==> src/rtl/miriscv_lsu_pkg.sv <==
// Shared types and constants for the load/store unit.
package miriscv_lsu_pkg;

  localparam int unsigned XLEN = 32;

  // funct3 access size codes
  localparam logic [2:0] MEM_B  = 3'b000;
  localparam logic [2:0] MEM_H  = 3'b001;
  localparam logic [2:0] MEM_W  = 3'b010;
  localparam logic [2:0] MEM_BU = 3'b100;
  localparam logic [2:0] MEM_HU = 3'b101;

  typedef enum logic [1:0] {
    IDLE        = 2'd0,
    WAIT_GNT    = 2'd1,
    WAIT_RVALID = 2'd2
  } lsu_state_e;

  // Request payload presented on the data bus
  typedef struct packed {
    logic            we;
    logic [3:0]      be;
    logic [XLEN-1:0] addr;
    logic [XLEN-1:0] wdata;
  } lsu_bus_req_t;

  // Natural alignment check; unknown size codes behave as word accesses
  function automatic logic lsu_is_aligned(input logic [2:0] size, input logic [1:0] off);
    logic ok;
    case (size)
      MEM_B, MEM_BU: ok = 1'b1;
      MEM_H, MEM_HU: ok = ~off[0];
      default:       ok = (off == 2'b00);
    endcase
    return ok;
  endfunction

endpackage

==> src/rtl/miriscv_lsu_load_ext.sv <==
// Load lane selection and sign/zero extension of the returned bus word.
module miriscv_lsu_load_ext
  import miriscv_lsu_pkg::*;
(
  input  logic [XLEN-1:0] i_rdata,
  input  logic [1:0]      i_off,
  input  logic [2:0]      i_size,
  output logic [XLEN-1:0] o_result
);

  logic [XLEN-1:0] w_lane;

  // Shift the addressed byte lane down to bit 0, then extend per access size
  always_comb begin
    w_lane = i_rdata >> {i_off, 3'b000};
    case (i_size)
      MEM_B:   o_result = {{(XLEN-8){w_lane[7]}}, w_lane[7:0]};
      MEM_BU:  o_result = {{(XLEN-8){1'b0}}, w_lane[7:0]};
      MEM_H:   o_result = {{(XLEN-16){w_lane[15]}}, w_lane[15:0]};
      MEM_HU:  o_result = {{(XLEN-16){1'b0}}, w_lane[15:0]};
      default: o_result = w_lane;
    endcase
  end

endmodule

==> src/rtl/miriscv_lsu.sv <==
// Load/store unit: single-outstanding req/gnt/rvalid data bus master with
// alignment check, byte-lane generation, load extension and bus timeout.
module miriscv_lsu
  import miriscv_lsu_pkg::*;
#(
  parameter int unsigned BUS_TIMEOUT = 256
) (
  input  logic            clk_i,
  input  logic            arstn_i,
  input  logic            lsu_req_i,
  input  logic            lsu_we_i,
  input  logic [2:0]      lsu_size_i,
  input  logic [XLEN-1:0] lsu_addr_i,
  input  logic [XLEN-1:0] lsu_wdata_i,
  output logic [XLEN-1:0] lsu_rdata_o,
  output logic            lsu_done_o,
  output logic            lsu_stall_req_o,
  output logic            lsu_misalign_o,
  output logic            lsu_bus_err_o,
  output logic            data_req_o,
  output logic            data_we_o,
  output logic [3:0]      data_be_o,
  output logic [XLEN-1:0] data_addr_o,
  output logic [XLEN-1:0] data_wdata_o,
  input  logic            data_gnt_i,
  input  logic            data_rvalid_i,
  input  logic [XLEN-1:0] data_rdata_i
);

  localparam int unsigned CNT_W = (BUS_TIMEOUT > 1) ? $clog2(BUS_TIMEOUT) : 1;

  lsu_state_e      r_state;
  lsu_state_e      w_state_d;
  logic [CNT_W-1:0] r_cnt;
  logic [CNT_W-1:0] w_cnt_d;
  logic [1:0]      r_off;
  logic [2:0]      r_size;
  logic            r_we;

  logic            w_aligned;
  logic            w_timeout;
  logic            w_take;
  logic            w_req;
  logic            w_stall;
  logic            w_done;
  logic            w_misalign;
  logic            w_bus_err;
  lsu_bus_req_t    w_bus;
  logic [XLEN-1:0] w_load_res;

  assign w_aligned = lsu_is_aligned(lsu_size_i, lsu_addr_i[1:0]);
  assign w_timeout = (BUS_TIMEOUT != 0) && (r_cnt == CNT_W'(BUS_TIMEOUT - 1));

  // Bus payload from the (held) instruction operands
  always_comb begin
    w_bus       = '0;
    w_bus.we    = lsu_we_i;
    w_bus.addr  = {lsu_addr_i[XLEN-1:2], 2'b00};
    case (lsu_size_i)
      MEM_B, MEM_BU: begin
        w_bus.be    = 4'b0001 << lsu_addr_i[1:0];
        w_bus.wdata = {4{lsu_wdata_i[7:0]}};
      end
      MEM_H, MEM_HU: begin
        w_bus.be    = 4'b0011 << lsu_addr_i[1:0];
        w_bus.wdata = {2{lsu_wdata_i[15:0]}};
      end
      default: begin
        w_bus.be    = 4'b1111;
        w_bus.wdata = lsu_wdata_i;
      end
    endcase
  end

  // Next-state and per-cycle control decode
  always_comb begin
    w_state_d  = r_state;
    w_take     = 1'b0;
    w_req      = 1'b0;
    w_stall    = 1'b0;
    w_done     = 1'b0;
    w_misalign = 1'b0;
    w_bus_err  = 1'b0;
    case (r_state)
      IDLE: begin
        if (lsu_req_i) begin
          if (w_aligned) begin
            w_req     = 1'b1;
            w_stall   = 1'b1;
            w_take    = 1'b1;
            w_state_d = data_gnt_i ? WAIT_RVALID : WAIT_GNT;
          end else begin
            w_misalign = 1'b1;
          end
        end
      end
      WAIT_GNT: begin
        if (w_timeout) begin
          w_bus_err = 1'b1;
          w_state_d = IDLE;
        end else begin
          w_req   = 1'b1;
          w_stall = 1'b1;
          if (data_gnt_i) w_state_d = WAIT_RVALID;
        end
      end
      WAIT_RVALID: begin
        if (data_rvalid_i) begin
          w_done    = 1'b1;
          w_state_d = IDLE;
        end else if (w_timeout) begin
          w_bus_err = 1'b1;
          w_state_d = IDLE;
        end else begin
          w_stall = 1'b1;
        end
      end
      default: w_state_d = IDLE;
    endcase
  end

  // Timeout counter restarts at each new access and runs until return to IDLE
  assign w_cnt_d = ((r_state == IDLE) || (w_state_d == IDLE)) ? '0 : r_cnt + CNT_W'(1);

  // State, timeout counter and captured access attributes
  always_ff @(posedge clk_i or negedge arstn_i) begin
    if (!arstn_i) begin
      r_state <= IDLE;
      r_cnt   <= '0;
      r_off   <= 2'b00;
      r_size  <= 3'b000;
      r_we    <= 1'b0;
    end else begin
      r_state <= w_state_d;
      r_cnt   <= w_cnt_d;
      if (w_take) begin
        r_off  <= lsu_addr_i[1:0];
        r_size <= lsu_size_i;
        r_we   <= lsu_we_i;
      end
    end
  end

  miriscv_lsu_load_ext u_load_ext (
    .i_rdata  (data_rdata_i),
    .i_off    (r_off),
    .i_size   (r_size),
    .o_result (w_load_res)
  );

  // Outputs forced low while reset is asserted, even with a live request input
  assign data_req_o      = arstn_i & w_req;
  assign data_we_o       = arstn_i & w_req & w_bus.we;
  assign data_be_o       = (arstn_i & w_req) ? w_bus.be    : 4'b0000;
  assign data_addr_o     = (arstn_i & w_req) ? w_bus.addr  : '0;
  assign data_wdata_o    = (arstn_i & w_req) ? w_bus.wdata : '0;
  assign lsu_stall_req_o = arstn_i & w_stall;
  assign lsu_done_o      = arstn_i & w_done;
  assign lsu_misalign_o  = arstn_i & w_misalign;
  assign lsu_bus_err_o   = arstn_i & w_bus_err;
  assign lsu_rdata_o     = (arstn_i & w_done & ~r_we) ? w_load_res : '0;

endmodule

==> config.mk <==
export PLATFORM = sky130hd
export DESIGN_NAME = miriscv_lsu
export DESIGN_NICKNAME = d
export VERILOG_FILES = /design/src/rtl/miriscv_lsu_pkg.sv /design/src/rtl/miriscv_lsu_load_ext.sv /design/src/rtl/miriscv_lsu.sv
export SDC_FILE = /design/constraint.sdc
export NUM_CORES = 1
export LEC_CHECK = 0
export BUFFER_PORTS_ARGS = -buffer_cell sky130_fd_sc_hd__buf_2
export CELL_PAD_IN_SITES_DETAIL_PLACEMENT = 0
export CELL_PAD_IN_SITES_GLOBAL_PLACEMENT = 2
export CORE_MARGIN = 2
export CORE_UTILIZATION = 21
export DETAILED_ROUTE_END_ITERATION = 12
export PLACE_DENSITY = 0.91
export SLEW_MARGIN = 20
export SYNTH_ARGS = -nofsm -noshare
export SYNTH_HDL_FRONTEND = slang
export SYNTH_HIERARCHICAL = 1
export SYNTH_SLANG_ARGS = --single-unit
==> constraint.sdc <==
create_clock -name clk_i -period 3.8 [get_ports clk_i]
set_clock_uncertainty 0.15 [all_clocks]
set_input_delay 0.19 -clock clk_i [delete_from_list [all_inputs] [get_ports clk_i]]
set_output_delay 0.19 -clock clk_i [all_outputs]
set_load 0.05 [all_outputs]
* After elaboration in Yosys (flattened, before gate mapping) *
Cells that the tools add are included.

word-level totals
  input port bits = 105
  bits in registers = 16
  word-level logic and storage cells = 67
  output and inout bits = 106

cells by class
  reduce and logical (&&, ||, !) cells = 8
  equal/unequal tests = 9
  bitwise gates (word level) = 9
  shifts and indexed selects = 3
  $add $sub $neg = 1
  mux-type cells = 32

operators by type and width
  cell                                             count
  one-hot mux 32 bit (4 select lines)              1
  2-to-1 mux 32 bit                                3
  one-hot mux 32 bit (2 select lines)              1
  >> shifter 32 x 5 -> 32 bit                      1
  2-to-1 mux 2 bit                                 7
  == test 3 bit, second input constant             4
  2-to-1 mux 1 bit                                 12
  adder 8 x 1 -> 8 bit, second input constant      1
  == test 8 bit, second input constant             1
  2-to-1 mux 8 bit                                 1
  one-hot mux 4 bit (2 select lines)               1
  AND 1 bit                                        7
  == test 3 x 1 -> 1 bit, second input constant    2
  logical NOT 2 bit                                3
  logical NOT 3 bit                                2
  one-hot mux 1 bit (2 select lines)               3
  one-hot mux 2 bit (3 select lines)               1
  2-to-1 mux 4 bit                                 1
  OR reduction 2 bit                               2
  left shift 1 x 2 -> 4 bit, first input constant  1
  left shift 2 x 2 -> 4 bit, first input constant  1
  one-hot mux 1 bit (3 select lines)               1
  == test 2 x 1 -> 1 bit, second input constant    1
  == test 2 bit, second input constant             1
  other kinds (2)                                  3

* Longest topological paths before layout *
  word-level depth = 9
  gate-level depth with buffers = 7
  mapped depth without buffers = 6

* Hierarchy *
Netlist, hierarchy kept.

by module, submodules not included
  module                seq. area each (um2)  cells an instance  instances  area each (um2)
  miriscv_lsu           400.4                 262                1          1973.1
  miriscv_lsu_load_ext  0.0                   107                1          694.4

* Worst setup path after synthesis *
Ideal clock, no wire load.

  kind = flip-flop to output port
  from = register r_state[0]
  to = output port lsu_rdata_o[10]
  required time = 3.460 ns
  path buffers = 1
  slack = 1.407 ns
  data arrival time = 2.053 ns
  stages on the path, launching flop included = 7
  path through = dfrtp_1 -> inv_1 -> ha_1 -> and3_1 -> nor2b_1 -> clkbuf_1 -> and2_1

between the ends
  cells in the longest elaborated chain, start to end = 5

RTL lines
  element                 RTL line            text
  start, declared         miriscv_lsu.sv:32   lsu_state_e r_state;
  start signal, assigned  miriscv_lsu.sv:134  r_state <= w_state_d;
  == test 2 bit           miriscv_lsu.sv:84   case (r_state)
  2-to-1 mux 1 bit        miriscv_lsu.sv:84
  AND 1 bit               -
  net lsu_done_o          miriscv_lsu.sv:16   output logic lsu_done_o,
  AND 1 bit               miriscv_lsu.sv:161  assign lsu_rdata_o = (arstn_i & w_done & ~r_we) ? w_load_res : '0;
  2-to-1 mux 32 bit       miriscv_lsu.sv:161
  end, declared           miriscv_lsu.sv:15   output logic [XLEN-1:0] lsu_rdata_o,

The timed path passes the listed nets, and every way through them passes these cells.

* Worst setup path in the final report *
  from = register r_state[1]
  to = output port data_addr_o[7]

between the ends
  cells in the longest elaborated chain, start to end = 4
  elaborated cells on any way between the ends = 5
  classes of those cells = eq/ne (1); mux (2); bitwise (1); reduce/logical (1)

RTL lines
  element                                                             RTL line            text
  == test 2 x 1 -> 1 bit / logical NOT 2 bit (equally long branches)  miriscv_lsu.sv:84
  one-hot mux 1 bit (2 select lines) (*)                              miriscv_lsu.sv:84
  AND 1 bit (*)                                                       miriscv_lsu.sv:155  assign data_addr_o = (arstn_i & w_req) ? w_bus.addr : '0;
  2-to-1 mux 32 bit (*)                                               miriscv_lsu.sv:155
  end, declared                                                       miriscv_lsu.sv:23   output logic [XLEN-1:0] data_addr_o,

Mark *: on every way between the ends. The rest lies on a longest branch, timed or not.

==> insert_results.sql <==
INSERT INTO impl_metrics (metric_group, metric, value, unit) VALUES
('timing', 'relSlewSlack', '0.352', ''),
('floorplan', 'die_height', '117', 'um'),
('synth', 'number_of_enable_flip_flop_cells_after_synthesis', '0', ''),
('synth', 'netlist_instances', '369', ''),
('global_routing', 'grt_usage', '0.134', ''),
('detailed_routing', 'routed-wl-met2', '4730', 'um'),
('place', 'finalWeightedCongestion', '0.843', ''),
('timing', 'worst-slew-pin-transition', '0.972', 'ns'),
('setup_path', 'required', '3.46', 'ns'),
('synth', 'biggest_area_consumer_among_synthesized_cells', 'sky130_fd_sc_hd__and2_1', ''),
('layout', 'highest_count_cells_in_the_layout_ignoring_fill_and_taps', 'sky130_fd_sc_hd__buf_2, sky130_fd_sc_hd__and2_1, sky130_fd_sc_hd__nor2_1', ''),
('setup_path', 'worstPathArrival', '2.59', 'ns'),
('floorplan', 'initial_util', '0.213', ''),
('detailed_routing', 'met3WireLength', '694', 'um'),
('detailed_routing', 'drc_violations_left', '0', ''),
('detailed_routing', 'drt_pre_antenna_iters', '4', ''),
('detailed_routing', 'drt-wirelength-per-cell', '14.1', 'um'),
('synth', 'netlist_top_cells_area', 'sky130_fd_sc_hd__and2_1, sky130_fd_sc_hd__dfrtp_1, sky130_fd_sc_hd__mux2i_1', ''),
('setup_path', 'critPathLaunch', 'r_state[1]', ''),
('setup_path', 'endpoint_kind', 'output port', ''),
('timing', 'final-hold-violation-count', '0', ''),
('clock_tree', 'path_clk_slew', '0.05', 'ns'),
('clock_tree', 'root_buf_cell', 'sky130_fd_sc_hd__clkbuf_16', ''),
('clock_tree', 'cts_tree', 'built', ''),
('synth', 'synth_warnings', '6', ''),
('worst_hold_path', 'min_delay_worst_endpoint', 'r_size[2]', ''),
('power_and_ir_drop', 'p_total', '2.00', 'mW'),
('detailed_routing', 'routed_wl', '10300', 'um'),
('clock_tree', 'cts_num_sinks', '16', ''),
('global_routing', 'grt_max_degree', '41', ''),
('layout', 'final_net_count', '670', ''),
('setup_path', 'crit_type', 'flip-flop to output port', ''),
('clock_tree', 'cts_post_setup_buffers_inserted', '0', ''),
('floorplan', 'placementRows', '41', ''),
('run_status', 'status', 'finished clean', ''),
('synth', 'synth_area_per_cell', '7.23', 'um^2'),
('setup_path', 'crit-reg2reg-capture', 'r_cnt[7]', ''),
('global_routing', 'grt_antenna_before_repair', '0', ''),
('floorplan', 'ios', '211', ''),
('clock_tree', 'cts_inserted_buffers', '3', ''),
('power_and_ir_drop', 'power_density', '521', 'mW/mm^2'),
('run', 'max-cap-violations', '0', ''),
('synth', 'postSynth.topFlopCell', 'sky130_fd_sc_hd__dfrtp_1', ''),
('global_routing', 'grt_pass1_vias', '2879', ''),
('timing', 'max_clock_freq', '341', 'MHz'),
('timing', 'layout_min_cycle_time', '2.93', 'ns'),
('timing', 'slew_viol_final', '0', ''),
('setup_path', 'critical_path.max_fanout', '40', ''),
('place', 'dp.final_hpwl', '8290', 'um'),
('setup_path', 'worstRegToRegCells', '6', ''),
('layout', 'syn2layout_area_growth', '44.4', '%'),
('detailed_routing', 'routedLengthMet1', '4750', 'um'),
('worst_hold_path', 'worst_hold_path_type', 'input port to flip-flop', ''),
('synth', 'ys_ff_latch', '16', ''),
('clock_tree', 'h_tree_levels', '1', ''),
('detailed_routing', 'vias_per_cell', '4.38', ''),
('timing', 'totalNegativeSetupSlack', '0', 'ns'),
('global_routing', 'grt-ovfl-total', '0', ''),
('power_and_ir_drop', 'power.static_leakage', '2.15', 'nW'),
('synth', 'synth_largest_type_area_fraction', '0.167', ''),
('timing', 'rsz0062_at_grt', 'false', ''),
('worst_hold_path', 'worst_hold_startpoint', 'lsu_size_i[2]', ''),
('clock_tree', 'cts.path.max_buffers', '2', ''),
('layout', 'drive_above_1_share', '0.442', ''),
('setup_path', 'timing.rr.start', 'r_state[0]', ''),
('detailed_routing', 'routed.top_layer', 'met4', ''),
('timing', 'fin_crit_sh', '0.771', ''),
('synth', 'share_of_the_yosys_chip_area_belonging_to_registers', '0.150', ''),
('global_routing', 'grt_pass1_wl', '14700', 'um'),
('floorplan', 'die_area', '0.0136', 'mm^2'),
('detailed_routing', 'detailroute.via_count', '3203', '');
-- critical path, stage by stage, from the launching register on --
cell                      delay, ns
sky130_fd_sc_hd__dfrtp_1       0.46
sky130_fd_sc_hd__inv_1         0.11
sky130_fd_sc_hd__ha_1          0.29
sky130_fd_sc_hd__and4_4        0.28
sky130_fd_sc_hd__o21ai_2       0.06
sky130_fd_sc_hd__buf_4         0.25
sky130_fd_sc_hd__inv_2         0.40
sky130_fd_sc_hd__and2_1        0.21
sky130_fd_sc_hd__buf_2         0.26
-- where the power goes --
group | leakage, nW | switching (mW) | internal, mW
logic | 1.90 | 0.985 | 0.481
clock network | 0.0442 | 0.0661 | 0.160
registers | 0.209 | 0.0998 | 0.213
-- through the flow --
| stage | cells | instance area (um^2) | util | hold WS [ns] | setup slack [ns] |
|---|---|---|---|---|---|
| global placement | 726 | 3750 | 0.300 | 0.00639 | 1.19 |
| global route | 731 | 3850 | 0.308 | 0.0340 | 0.731 |
| CTS | 731 | 3850 | 0.308 | 0.0281 | 0.866 |
| floorplan | 370 | 2670 | - | -0.256 | 1.41 |
| finish | 731 | 3850 | 0.308 | 0.0273 | 0.870 |
| detailed placement | 726 | 3750 | 0.300 | 0.0235 | 1.12 |
-- synthesized netlist by cell type, types with 2 or more instances --
library cell and count:
sky130_fd_sc_hd__a211oi_1 15, sky130_fd_sc_hd__buf_4 4, sky130_fd_sc_hd__nor2b_1 9, sky130_fd_sc_hd__nor3_1 2
sky130_fd_sc_hd__o21ai_2 4, sky130_fd_sc_hd__and2_1 71, sky130_fd_sc_hd__mux2i_1 37, sky130_fd_sc_hd__dfrtp_1 16
sky130_fd_sc_hd__inv_1 6, sky130_fd_sc_hd__or4_1 2, sky130_fd_sc_hd__nor2_2 4, sky130_fd_sc_hd__a21oi_2 4
sky130_fd_sc_hd__a21oi_1 27, sky130_fd_sc_hd__clkbuf_1 7, sky130_fd_sc_hd__nand3_1 4, sky130_fd_sc_hd__xor2_1 3
sky130_fd_sc_hd__ha_1 5, sky130_fd_sc_hd__o21ai_0 9, sky130_fd_sc_hd__nand2_1 38, sky130_fd_sc_hd__xnor2_1 3
sky130_fd_sc_hd__nor2_1 50, sky130_fd_sc_hd__or2_2 3, sky130_fd_sc_hd__buf_2 5, sky130_fd_sc_hd__buf_6 10
sky130_fd_sc_hd__mux2_2 6, sky130_fd_sc_hd__nand2b_1 2
-- worst max path at each step --
stage | to
after floorplan | lsu_rdata_o[10]
after detailed placement | data_addr_o[7]
after global routing | data_addr_o[10]
after global placement | data_wdata_o[7]
final | data_addr_o[7]
after CTS | data_addr_o[7]
-- logic make-up after synthesis --
group / after synthesis / share of synthesized area
and+or+nand+nor: 196 / 0.390
buffers and inverters: 34 / 0.0840
DFF: 16 / 0.150
other: 1 / 0.00141
xor gates and xnor gates: 6 / 0.0197
AOI/OAI and AO/OA: 68 / 0.167
muxes: 43 / 0.164
adders and majority gates: 5 / 0.0235
-- routing by layer --
metal	vias up	global-route usage
met1	1454	0.192
met5	-	0
li1	1618	-
met4	0	0.0227
met2	123	0.218
met3	8	0.0171
-- flip-flops by register name, indices dropped and copies added (netlist names) --
name / cells
r_size: 3
r_state: 2
r_we: 1
r_off: 2
r_cnt: 8
-- timing repair --
action                                 in CTS  in global routing
resized for setup                           0                  0
endpoints found under the hold margin      16                  0
hold buffers                                1                  0
-- area by class of cell --
cell class	instances	area, um^2	area share
repair buffers	212	1070	0.279
flip-flops and latches	16	400	0.104
multi-input cells	320	2050	0.532
well taps	172	215	0.0559
clock buffers	4	88.8	0.0231
inverters	7	26.3	0.00682
No activity file was read; power rests on OpenSTA's default activity.
